[src/rtl/datamem_arbiter.sv]
// Purpose: round-robin arbiter sharing the single-port DataMem between port 0 (LSU) and port 1 (DMA/debug).
// Latency: accept at edge E0 -> ACCESS -> CAPTURE -> rsp_valid pulse E2..E3; one access per 3 cycles.
// Backpressure: req_ready only in IDLE for the granted port; responses carry no backpressure.
//
// Ports:
//   clk, rst_n                       clock, async active-low reset
//   rN_req_valid/ready/addr/we/wdata request handshake per port (N = 0, 1)
//   rN_rsp_valid/rdata/err           one-cycle response pulse per port
//   mem_addr/write_value/write_enable/read_enable/read_value   DataMem side
module datamem_arbiter #(
    parameter int ADDR_W = 32,
    parameter int DEPTH  = 1024
) (
    input  logic              clk,
    input  logic              rst_n,

    input  logic              r0_req_valid,
    output logic              r0_req_ready,
    input  logic [ADDR_W-1:0] r0_req_addr,
    input  logic              r0_req_we,
    input  logic [31:0]       r0_req_wdata,
    output logic              r0_rsp_valid,
    output logic [31:0]       r0_rsp_rdata,
    output logic              r0_rsp_err,

    input  logic              r1_req_valid,
    output logic              r1_req_ready,
    input  logic [ADDR_W-1:0] r1_req_addr,
    input  logic              r1_req_we,
    input  logic [31:0]       r1_req_wdata,
    output logic              r1_rsp_valid,
    output logic [31:0]       r1_rsp_rdata,
    output logic              r1_rsp_err,

    output logic [ADDR_W-1:0] mem_addr,
    output logic [31:0]       mem_write_value,
    output logic              mem_write_enable,
    output logic              mem_read_enable,
    input  logic [31:0]       mem_read_value
);

    typedef enum logic [1:0] {IDLE, ACCESS, CAPTURE} state_t;

    localparam logic [ADDR_W-1:0] MAX_ADDR = ADDR_W'(DEPTH - 4);

    state_t            state, state_nxt;
    logic              last_grant;   // port granted at the most recent acceptance
    logic              grant_sel;    // port that would be granted this cycle
    logic              in_idle;
    logic              accept;
    logic              lat_port;
    logic              lat_we;
    logic [ADDR_W-1:0] lat_addr;
    logic [31:0]       lat_wdata;
    logic              legal;
    logic [31:0]       rsp_dat;

    // Contention goes to the port not served last; a lone requester always wins.
    always_comb begin
        grant_sel = 1'b0;
        if (r0_req_valid && r1_req_valid) begin
            grant_sel = ~last_grant;
        end else if (r1_req_valid) begin
            grant_sel = 1'b1;
        end
    end

    // rst_n is folded in so ready is low for the whole time reset is held.
    assign in_idle      = (state == IDLE) && rst_n;
    assign r0_req_ready = in_idle && r0_req_valid && !grant_sel;
    assign r1_req_ready = in_idle && r1_req_valid &&  grant_sel;
    assign accept       = (r0_req_valid && r0_req_ready) || (r1_req_valid && r1_req_ready);

    assign legal = (lat_addr[1:0] == 2'b00) && (lat_addr <= MAX_ADDR);

    always_ff @(posedge clk or negedge rst_n) begin
        if (!rst_n) begin
            state <= IDLE;
        end else begin
            state <= state_nxt;
        end
    end

    // Enables are decoded from state so an async reset drops them immediately.
    always_comb begin
        state_nxt        = state;
        mem_write_enable = 1'b0;
        mem_read_enable  = 1'b0;
        case (state)
            IDLE: begin
                if (r0_req_valid || r1_req_valid) begin
                    state_nxt = ACCESS;
                end
            end
            ACCESS: begin
                mem_write_enable = legal &&  lat_we;
                mem_read_enable  = legal && !lat_we;
                state_nxt        = CAPTURE;
            end
            CAPTURE: begin
                state_nxt = IDLE;
            end
            default: begin
                state_nxt = IDLE;
            end
        endcase
    end

    // Request latch; also the source of mem_addr / mem_write_value between accesses.
    always_ff @(posedge clk or negedge rst_n) begin
        if (!rst_n) begin
            last_grant <= 1'b1;          // so port 0 wins the first contention
            lat_port   <= 1'b0;
            lat_we     <= 1'b0;
            lat_addr   <= '0;
            lat_wdata  <= '0;
        end else if (accept) begin
            last_grant <= grant_sel;
            lat_port   <= grant_sel;
            lat_we     <= grant_sel ? r1_req_we    : r0_req_we;
            lat_addr   <= grant_sel ? r1_req_addr  : r0_req_addr;
            lat_wdata  <= grant_sel ? r1_req_wdata : r0_req_wdata;
        end
    end

    assign mem_addr        = lat_addr;
    assign mem_write_value = lat_wdata;

    // DataMem read data is valid during CAPTURE (one cycle after read_enable was sampled).
    assign rsp_dat = (legal && !lat_we) ? mem_read_value : 32'h0;

    always_ff @(posedge clk or negedge rst_n) begin
        if (!rst_n) begin
            r0_rsp_valid <= 1'b0;
            r0_rsp_err   <= 1'b0;
            r0_rsp_rdata <= '0;
            r1_rsp_valid <= 1'b0;
            r1_rsp_err   <= 1'b0;
            r1_rsp_rdata <= '0;
        end else begin
            r0_rsp_valid <= 1'b0;
            r0_rsp_err   <= 1'b0;
            r1_rsp_valid <= 1'b0;
            r1_rsp_err   <= 1'b0;
            if (state == CAPTURE) begin
                if (lat_port) begin
                    r1_rsp_valid <= 1'b1;
                    r1_rsp_err   <= !legal;
                    r1_rsp_rdata <= rsp_dat;
                end else begin
                    r0_rsp_valid <= 1'b1;
                    r0_rsp_err   <= !legal;
                    r0_rsp_rdata <= rsp_dat;
                end
            end
        end
    end

endmodule
[config.mk]
export PLATFORM = sky130hd
export DESIGN_NAME = datamem_arbiter
export DESIGN_NICKNAME = d
export VERILOG_FILES = /design/src/rtl/datamem_arbiter.sv
export SDC_FILE = /design/constraint.sdc
export NUM_CORES = 1
export LEC_CHECK = 0
export ABC_AREA = 0
export BUFFER_PORTS_ARGS = -buffer_cell sky130_fd_sc_hd__buf_2
export CAP_MARGIN = 20
export CORE_MARGIN = 5
export CORE_UTILIZATION = 43
export CTS_BUF_LIST = sky130_fd_sc_hd__clkbuf_8 sky130_fd_sc_hd__clkbuf_16
export DETAILED_ROUTE_END_ITERATION = 8
export PLACE_DENSITY_LB_ADDON = 0.08
export SYNTH_ARGS = -nofsm -noshare
export SYNTH_HDL_FRONTEND = slang
export SYNTH_SLANG_ARGS = --single-unit
[constraint.sdc]
create_clock -name clk -period 1.8 [get_ports clk]
set_clock_uncertainty 0.1 [all_clocks]
set_input_delay 0 -clock clk [delete_from_list [all_inputs] [get_ports clk]]
set_output_delay 0 -clock clk [all_outputs]
set_load 0.02 [all_outputs]
## Word-level counts from Yosys, hierarchy flattened

Index checks and enable logic that the tools add are counted.

- Register bits after elaboration: 137
- Input port bits: 166
- Output and inout port bits: 136

- Order comparisons: 1
- Equal/unequal tests: 3
- Mux-type cells: 18
- Bitwise gates (word level): 2
- Reduce and logical (&&, ||, !) cells: 20

Operators with widths:

| operator | number |
|---|---|
| $mux 32 | 3 |
| $le 32x10->1 const B | 1 |
| $mux 1 | 13 |
| $logic_and 1x1->1 | 11 |
| $logic_not 2->1 | 2 |
| $pmux 2 s2 | 1 |
| $reduce_and 2->1 | 2 |
| $logic_not 1->1 | 3 |
| $eq 2x1->1 const B | 1 |
| $eq 2x2->1 const B | 1 |
| $logic_or 1x1->1 | 2 |
| $mux 2 | 1 |
| $ne 2x1->1 const B | 1 |
| $not 1->1 | 2 |

## Logic depth before layout (Yosys ltp)

- Word-level depth: 6
- Gate-level depth with buffers: 5

## Least setup slack after synthesis

OpenSTA, ideal clock, no wires.

- Path kind: register -> output
- Start point: register lat_addr[16] (netlist: mem_addr[16])
- End point: output port mem_write_enable
- Arrival time: 1.786 ns
- Required time: 1.700 ns
- Path slack: -0.086 ns
- Stages on the path, launching flop included: 6
- Buffers on the path: 2
- Path through: dfrtp_1 nor4_2 nand4_1 buf_2 buf_4 nor3_1

- Cells in the longest elaborated chain, start to end: 4

Ends and longest elaborated chain:

| item | RTL line | source |
|---|---|---|
| start: declaration | 53 | `logic [ADDR_W-1:0] lat_addr;` |
| start signal: assignment | 121 | `lat_addr <= grant_sel ? r1_req_addr : r0_req_addr;` |
| $le 32x10->1 | 74 | `assign legal = (lat_addr[1:0] == 2'b00) && (lat_addr <= MAX_ADDR);` |
| $logic_and 1x1->1 | 74 |  |
| $logic_and 1x1->1 | 96 | `mem_write_enable = legal && lat_we;` |
| $mux 1 | 89 | `case (state)` |
| end: declaration | 37 | `output logic mem_write_enable,` |

No other way between the ends.

## Worst setup path in the final report

- Start point: register lat_addr[31] (netlist: mem_addr[31])
- End point: output port mem_read_enable

- Cells in the longest elaborated chain, start to end: 4

Ends and longest elaborated chain:

| item | RTL line | source |
|---|---|---|
| $le 32x10->1 | 74 |  |
| $logic_and 1x1->1 | 74 |  |
| $logic_and 1x1->1 | 97 | `mem_read_enable = legal && !lat_we;` |
| $mux 1 | 89 |  |
| end: declaration | 38 | `output logic mem_read_enable,` |

No other way between the ends.

==> results.yml <==
floorplan:
  coreArea_um2: 15200
  rows: 45
  dieArea_um2: 18130
  die_y_um: 134.6
  die_w_um: 134.6
  start_util_pct: 43.94
  io_pins: 302
grt:
  busiest_layer: "met2"
  grt_use_met3_pct: 8.718
  overflow: 0
  grt.total_usage_pct: 25.88
  grt_pass1_vias: 7000
  use_met2_pct: 43.22
  grt_pass1_wl_um: 36650
  antenna_found_initial: 2
  use_met1_pct: 28.95
  grt_max_degree: 138
critical_path:
  worstSetupPathType: "reg -> out"
  critPathRequiredTime_ps: 1700
  crit_slowest_cell: "dfrtp_1"
  cpMostUsedCell: "buf_4"
  path_cells: "nor4_1 > buf_4 > nand2_4 > buf_12 > nor4b_4 > buf_4"
  cp_max_fo: 4
  cp_top_family: "simple AND/OR/NAND/NOR gates"
  critical_path_buf_inv_count: 3
  critPathCaptureType: "output port"
  max_stage_delay_ps: 390
  crit_arrival_ps: 1940
  worstSetupStartpointType: "flip-flop"
power_and_ir_drop:
  p_per_area_nw_per_um2: 1265
  vdd_drop_max_uv: 917.8
  p_leak_nw: 6.613
route:
  ant_nets: 0
  drcViolationCount: 0
  totalWireLength_um: 24030
  first_pass_iters: 4
  routedWlPerCell_um: 20.28
  vias_per_cell: 5.313
  via_count: 6296
  first_iter_violations: 296
synthesis:
  seq_area_frac_synth_pct: 51.34
  synth_nets: 669
  netlist.area_leader.share_pct: 50.95
  ys_warn_count: 0
  ys_seq_elements: 137
  synth_cells: 503
  synth_top_area_cell: "dfrtp_1"
  avgSynthCellArea_um2: 13.28
  yosysUniqueCellTypes: 29
  synth_area_um2: 6680
  synth_area_leaders: "dfrtp_1, mux2_2, o41ai_2, nand2_1, o41ai_1"
sta:
  hold_viol: 0
  setup_viol: 59
  rsz0062_at_grt: "true"
  layout_setup_ws_ps: -240.6
  fin_crit_ps: 2041
  fmax_mhz: 490.1
  final.period_utilization_pct: 113.4
  worst_slew_pin_slew_ps: 766.4
  slew_violations: 0
  worst_slew_margin_rel_pct: 48.91
outcome:
  failed_checks: "negative setup slack"
  status: "finished, violations left"
clock_network:
  cts.htree.levels: 4
  tritoncts: "yes"
  cts_buffer_depth: 2
  cts_root_buffer: "clkbuf_16"
  worstSkewPairLatency_ps: 420
  numCtsBuffers: 17
  clk_pin_slew_ps: 60
  cts.sinks: 137
place:
  pre_cts_ws_ps: -91.17
  dpl.cell_count: 961
  place_congestion: 0.8168
  port_buffers: 301
  dp_hpwl_um: 13220
cells_and_area:
  area_delta_synth_final_pct: 74.98
  layout-drive-gt1-share_pct: 57.69
  num-fill-cells: 896
  nets: 1148
  fin_cells: 1185
job:
  cap_violations: 0
worst_hold_path:
  min_path_type: "in -> async"
[per-stage QoR]
step                      power (mW)  utilization (%)  setup TNS [ps]  cell area [um2]  hold slack [ps]
after floorplan                8.417                -               0             6694           -395.6
after global placement         10.36            55.30               0             8407            87.51
after detailed placement       10.47            55.30          -754.2             8407            96.23
after CTS                      14.55            74.03           -7952            11250            297.8
after global routing           15.49            76.89           -8810            11690            337.3
final                          14.79            76.89           -3374            11690            215.7
[registers in the layout, indices dropped and copies added, names as in the netlist]
signal,flops
mem_addr,32
lat_we,1
lat_port,1
r0_rsp_err,1
r1_rsp_rdata,32
r0_rsp_valid,1
r1_rsp_err,1
state,2
mem_write_value,32
last_grant,1
r0_rsp_rdata,32
r1_rsp_valid,1
[layer usage]
layer	routed length [um]	up-vias	share of wire (%)
met3	1643	90	6.8
met1	9024	3076	38
met4	1222	0	5.1
met5	0	-	0
met2	12140	303	51
li1	-	2827	-
[kinds of logic (layout without fill, tap and decap cells)]
logic type	count (synthesis)	count (layout)	share of synthesized area [%]
multiplexers	130	130	21.91
buffers and inverters	47	539	4.289
flip-flops	137	137	51.34
AO/OA/AOI/OAI	70	70	13.20
AND/OR/NAND/NOR	119	119	9.253
other	0	2	0
[what timing repair did]
item                                    in CTS  in global routing
hold buffers                               166                  0
endpoints found under the setup margin      29                 67
gates cloned                                 7                  2
hold endpoints to repair                   268                  0
pin swaps                                   29                 29
buffers inserted                             9                 10
gates resized for setup                     46                 47
[power by group]
part / leakage [nW] / switching [mW] / internal (mW) / total (mW)
Sequential: 1.76 / 0.731 / 4.15 / 4.88
Clock: 0.311 / 1.25 / 2.26 / 3.51
Combinational: 4.55 / 3.65 / 2.75 / 6.40
Total: 6.61 / 5.63 / 9.15 / 14.8
[path summary, 6_finish.rpt]
check,from,end,slack (ps),cells after the start
max in group asynchronous,rst_n,r1_rsp_rdata[24],790,3
worst min register to register,r0_rsp_rdata[12],r0_rsp_rdata[12],370,2
worst max-delay path,mem_addr[31],mem_read_enable,-240,6
worst max register to register,mem_addr[11],r1_rsp_rdata[28],-130,7
worst min-delay path,rst_n,mem_write_value[15],220,3
min in group clk,mem_read_value[14],r1_rsp_rdata[14],360,4
[synth_stat cells]
| master | instances |
|---|---|
| clkbuf_1 | 15 |
| inv_1 | 2 |
| nand4_1 | 1 |
| a31oi_1 | 1 |
| nand3b_1 | 1 |
| nor4b_2 | 1 |
| dfrtp_1 | 136 |
| nor2b_1 | 2 |
| nor3_1 | 2 |
| nand2_1 | 67 |
| a21boi_1 | 1 |
| a21o_1 | 1 |
| dfstp_2 | 1 |
| buf_2 | 7 |
| or3b_4 | 1 |
| nor4_1 | 2 |
| o41ai_1 | 26 |
| mux2_2 | 130 |
| nor2_1 | 2 |
| buf_6 | 6 |
| nand2b_1 | 32 |
| buf_4 | 15 |
| nor4_2 | 4 |
| and2_1 | 2 |
| o41ai_2 | 38 |
| nor3b_2 | 1 |
| buf_1 | 2 |
| a21oi_1 | 3 |
| and4_1 | 1 |
[worst min-delay path, stage by stage]
cell	delay [ps]
dlygate4sd3_1	590
buf_6	120
buf_12	500
[area by class of cell]
class                   count  area, um2  area share [%]
clock buffers              20      466.7           3.993
clock inverters            12      132.6           1.135
inverters                   2      7.507         0.06423
repair buffers            505       3797           32.49
flip-flops and latches    137       3430           29.34
multi-input cells         319       3615           30.92
diodes                      2      5.005         0.04282
well taps                 188      235.2           2.012
[cells in the final DEF (no fill, tap or decap), types with 2 or more instances in the layout]
master,n
clkbuf_16,19
buf_4,13
dfrtp_1,136
nor4_2,2
nor4_4,3
o41ai_2,30
buf_2,298
o41ai_4,34
dlygate4sd3_1,166
mux2_2,130
bufinv_16,3
nand2b_1,32
nor2_1,2
inv_1,6
and2_1,2
buf_12,13
clkinv_2,4
diode_2,2
buf_16,4
clkbuf_8,3
a21oi_1,3
buf_6,7
nand2_1,66
Note: power is estimated with default switching activity, not from simulation.
